File: config.mk
export PLATFORM = sky130hd
export DESIGN_NAME = bram_read_arbiter
export DESIGN_NICKNAME = d
export VERILOG_FILES = /design/src/rtl/bram_read_arbiter.sv
export SDC_FILE = /design/constraint.sdc
export NUM_CORES = 1
export LEC_CHECK = 0
export ABC_AREA = 1
export CAP_MARGIN = 0
export CORE_MARGIN = 3
export CORE_UTILIZATION = 45
export CTS_CLUSTER_DIAMETER = 40
export CTS_CLUSTER_SIZE = 14
export DETAILED_ROUTE_END_ITERATION = 8
export PLACE_DENSITY = 0.92
export SETUP_SLACK_MARGIN = 0.05
export SYNTH_ARGS = -nofsm -noshare
export SYNTH_HDL_FRONTEND = slang
export SYNTH_SLANG_ARGS = --single-unit
File: constraint.sdc
create_clock -name clk -period 4.25 [get_ports clk]
set_input_delay 1.275 -clock clk [delete_from_list [all_inputs] [get_ports clk]]
set_output_delay 1.275 -clock clk [all_outputs]
set_load 0.005 [all_outputs]
File: src/rtl/bram_read_arbiter.sv
// Round-robin arbiter sharing one BRAM read port among NUM_REQ requesters.
// Define ARB_PRIO0_EN to give requester 0 fixed priority over the rest.
module bram_read_arbiter #(
  parameter int NUM_REQ         = 4,
  parameter int LOG_NUM_REQ     = 2,
  parameter int DATA_WIDTH      = 8,
  parameter int LOG_MAX_ADDRESS = 16,
  parameter int BRAM_LATENCY    = 1
) (
  input  logic                               clk,
  input  logic                               rst,
  input  logic                               configure,
  input  logic [NUM_REQ-1:0]                 req_mask,
  input  logic [NUM_REQ-1:0]                 req_in,
  input  logic [NUM_REQ*LOG_MAX_ADDRESS-1:0] address_in,
  output logic [NUM_REQ-1:0]                 grant_out,
  output logic                               bram_en,
  output logic [LOG_MAX_ADDRESS-1:0]         bram_address,
  input  logic [DATA_WIDTH-1:0]              bram_data_in,
  output logic [NUM_REQ-1:0]                 valid_out,
  output logic [DATA_WIDTH-1:0]              data_out
);

  localparam int L = BRAM_LATENCY;

  logic [NUM_REQ-1:0]     mask_r;
  logic [NUM_REQ-1:0]     elig;
  logic [NUM_REQ-1:0]     rr_elig;
  logic [LOG_NUM_REQ-1:0] rr_ptr;
  logic [LOG_NUM_REQ-1:0] win;
  logic [LOG_NUM_REQ-1:0] idx;
  logic                   found;
  logic                   upd_ptr;
  logic [LOG_NUM_REQ-1:0] issue_k;

  // Tag pipe: stage L-1 lines up with the cycle the BRAM word arrives.
  logic [L-1:0]                  pipe_v;
  logic [L-1:0][LOG_NUM_REQ-1:0] pipe_k;

  always_comb begin
    elig      = req_in & mask_r;
    rr_elig   = elig;
    grant_out = '0;
    win       = '0;
    idx       = '0;
    found     = 1'b0;
    upd_ptr   = 1'b0;
`ifdef ARB_PRIO0_EN
    rr_elig[0] = 1'b0;
`endif
    for (int i = 1; i <= NUM_REQ; i++) begin
      idx = LOG_NUM_REQ'((int'(rr_ptr) + i) % NUM_REQ);
      if (!found && rr_elig[idx]) begin
        found   = 1'b1;
        win     = idx;
        upd_ptr = 1'b1;
      end
    end
`ifdef ARB_PRIO0_EN
    if (elig[0]) begin
      found   = 1'b1;
      win     = '0;
      upd_ptr = 1'b0;
    end
`endif
    if (found) grant_out[win] = 1'b1;
  end

  always_ff @(posedge clk or negedge rst) begin
    if (!rst) begin
      mask_r       <= '0;
      rr_ptr       <= LOG_NUM_REQ'(NUM_REQ - 1);
      bram_en      <= 1'b0;
      bram_address <= '0;
      issue_k      <= '0;
      pipe_v       <= '0;
      pipe_k       <= '0;
      valid_out    <= '0;
      data_out     <= '0;
    end else begin
      if (configure) mask_r <= req_mask;
      if (upd_ptr) rr_ptr <= win;
      bram_en <= found;
      if (found) begin
        bram_address <= address_in[int'(win)*LOG_MAX_ADDRESS +: LOG_MAX_ADDRESS];
        issue_k      <= win;
      end
      pipe_v[0] <= bram_en;
      pipe_k[0] <= issue_k;
      for (int i = 1; i < L; i++) begin
        pipe_v[i] <= pipe_v[i-1];
        pipe_k[i] <= pipe_k[i-1];
      end
      valid_out <= pipe_v[L-1] ? (NUM_REQ'(1) << pipe_k[L-1]) : '0;
      if (pipe_v[L-1]) data_out <= bram_data_in;
    end
  end

endmodule

==> impl_metrics.yaml <==
run_status:
  outcome: "complete, no violations"
timing:
  tns_ns: 0
  clock.fmax_mhz: 240
  setup-violations-final: 0
  final-hold-violation-count: 0
  relSlewSlack_pct: 40.7
  hold_slack_ns: 0.377
  rsz0062_at_grt: "yes"
  clock_skew_ns: 0.00959
  fin_ws_ns: 0.0886
  period_needed_ns: 4.16
  finalCritPeriodShare_pct: 97.9
  worst_pin_slew_ns: 0.889
  report.final.slew_viol_count: 0
global_route:
  grt_max_degree: 41
  gr-usage-met1_pct: 28.2
  gr-usage-met2_pct: 40.5
  antenna_found_initial: 0
  grt.met3_usage_pct: 6.03
  grt_pass1_wl_um: 12100
  busiest_layer: "met2"
  overflow: 0
  track_usage_pct: 23.3
  grt_pass1_vias: 2708
drt:
  dr.pass1.iters: 4
  drt_iter0_markers: 117
  wirelength_um: 7420
  vias: 2697
  drc_errors: 0
  drtAntennaViolNets: 0
  via_per_inst: 5.01
  wire_per_inst_um: 13.8
power_and_ir_drop:
  powerDensity_mw_per_mm2: 780
  power_mw: 3.05
  leakage_nw: 1.97
  max-vdd-ir-drop_mv: 0.537
placement:
  port_buffers: 115
  placed_cell_area_mm2: 0.00373
  dp_hpwl_um: 5290
  post-place-ws_ns: -0.231
  dp_cells: 528
  routabilityCongestion: 0.876
critical_path:
  criticalPathCategory: "in -> out"
  cp-end-kind: "output port"
  crit_required_ns: 2.97
  start_kind: "primary input"
  path_max_fanout: 6
  critical_path_arrival_ns: 2.89
  rrSetupSlack_ns: 1.91
clock_tree:
  cts.sinks: 40
  clock_latency_ns: 0.29
  cts-root-buf: "clkbuf_8"
  clk_pin_slew_ns: 0.09
  numCtsBuffers: 5
  clock_path_buffers: 2
  h-tree-depth: 2
  cts_tree: "done"
finish:
  drive_gt1_share_pct: 15.4
  fin_util_pct: 73.7
  antenna-diode-count: 0
  layoutNonFillerInstCount: 538
  fin_nets: 550
  finish.instance_area_mm2: 0.00391
  synthToLayoutAreaGrowth_pct: 52.3
yosys:
  synthCells: 351
  synthFlopType: "dfrtp_1"
  yosysWarnings: 0
  syn-cell-area_mm2: 0.00256
  avgSynthCellArea_um2: 7.31
  yosysTopAreaCell: "dfrtp_1"
  synthTopCellsByArea: "dfrtp_1 (37%), nand2_1 (20%), inv_1 (7.6%), nand3_1 (6.8%), nand4_1 (4.4%)"
  synth_seq_area_share_pct: 39.1
  yosys.area.top_type_share_pct: 37.1
  synth_nets: 434
  synth_commonest_cells: "nand2_1 (137), inv_1 (52), dfrtp_1 (38)"
  synth-seq-cells: 40
  async_flop_share_pct: 100
  synth_most_common_cell: "nand2_1"
  synth_edf_count: 0
  ys_types: 25
die:
  core_area_mm2: 0.00530
  die_h_um: 81.5
  row_count: 26
  die_area_mm2: 0.00664
  die-width_um: 81.5
  initial_core_util_pct: 48.4
  ios: 116
flow_run:
  drv_cap: 0
hold_path:
  hp-class: "reg -> reg"
## layout make-up
cell class	instances	area [um^2]
clock inverters	3	47.5
multi-input cells	240	1280
repair buffers	125	1200
clock buffers	5	68.8
fillers	408	1400
well taps	70	87.6
inverters	55	214
flip-flops and latches	40	1000
## worst max-delay path, cell delays in order
cell and delay, ns:
clkdlybuf4s50_1 0.44, nand2_1 0.10, nand2_2 0.09, nand2_4 0.09, nand2_2 0.06, nand2_4 0.11, nand3_1 0.12, nor3_2 0.28
nor2_4 0.08, nor2_2 0.12, clkbuf_2 0.12
## registers in the layout, indices dropped and copies added (netlist names)
name	count
rr_ptr	2
mask_r	4
issue_k	2
pipe_v	1
bram_en	1
bram_address	16
data_out	8
pipe_k	2
valid_out	4
## final timing paths
check,to,start,depth (start not counted)
setup / recovery,grant_out[2],req_in[1],11
hold / removal,pipe_k[0]$_DFF_PN0_,issue_k[0]$_DFFE_PN0P_,0
setup reg to reg,bram_address[11]$_DFFE_PN0P_,rr_ptr[0]$_DFFE_PN1P_,11
hold reg to reg,pipe_k[0]$_DFF_PN0_,issue_k[0]$_DFFE_PN0P_,0
max in group asynchronous,bram_address[3]$_DFFE_PN0P_,rst,1
min in group asynchronous,valid_out[1]$_DFF_PN0_,rst,1
## logic make-up after synthesis
logic type	after synthesis	share of synthesized area (%)
mux	4	1.76
flops	40	39.1
buf+inv	71	13.2
compound gates	18	5.85
simple gates	218	40.0
## layout by cell type (no fill, tap or decap), drive strengths merged, types with 4 or more instances in the layout
cell	Yosys	layout
buf	14	11
clkbuf	2	9
clkdlybuf4s50	0	107
dfrtp	38	38
inv	55	55
mux2	4	4
nand2	147	147
nand3	40	40
nand4	19	19
nor2	7	7
nor3	5	5
o211ai	8	8
o21ai	10	10
## metal layers
| layer | routed length (um) | share of wire [%] |
|---|---|---|
| met4 | 230 | 3.1 |
| met3 | 681 | 9.2 |
| met5 | 0 | 0 |
| met2 | 3770 | 51 |
| met1 | 2730 | 37 |
## repair_timing
item	in CTS	in global routing
hold endpoints to repair	0	0
buffers inserted	1	1
resized for setup	16	15
pin swaps	6	4
endpoints found under the setup margin	4	4
hold buffers	0	0
## where the power goes
| part | total [mW] | switching, mW | internal [mW] | leakage (nW) |
|---|---|---|---|---|
| clock network | 0.314 | 0.137 | 0.177 | 0.0583 |
| registers | 0.661 | 0.109 | 0.552 | 0.472 |
| logic | 2.07 | 1.23 | 0.843 | 1.44 |
| total | 3.05 | 1.48 | 1.57 | 1.97 |
Power figures use the tool's default switching activity.
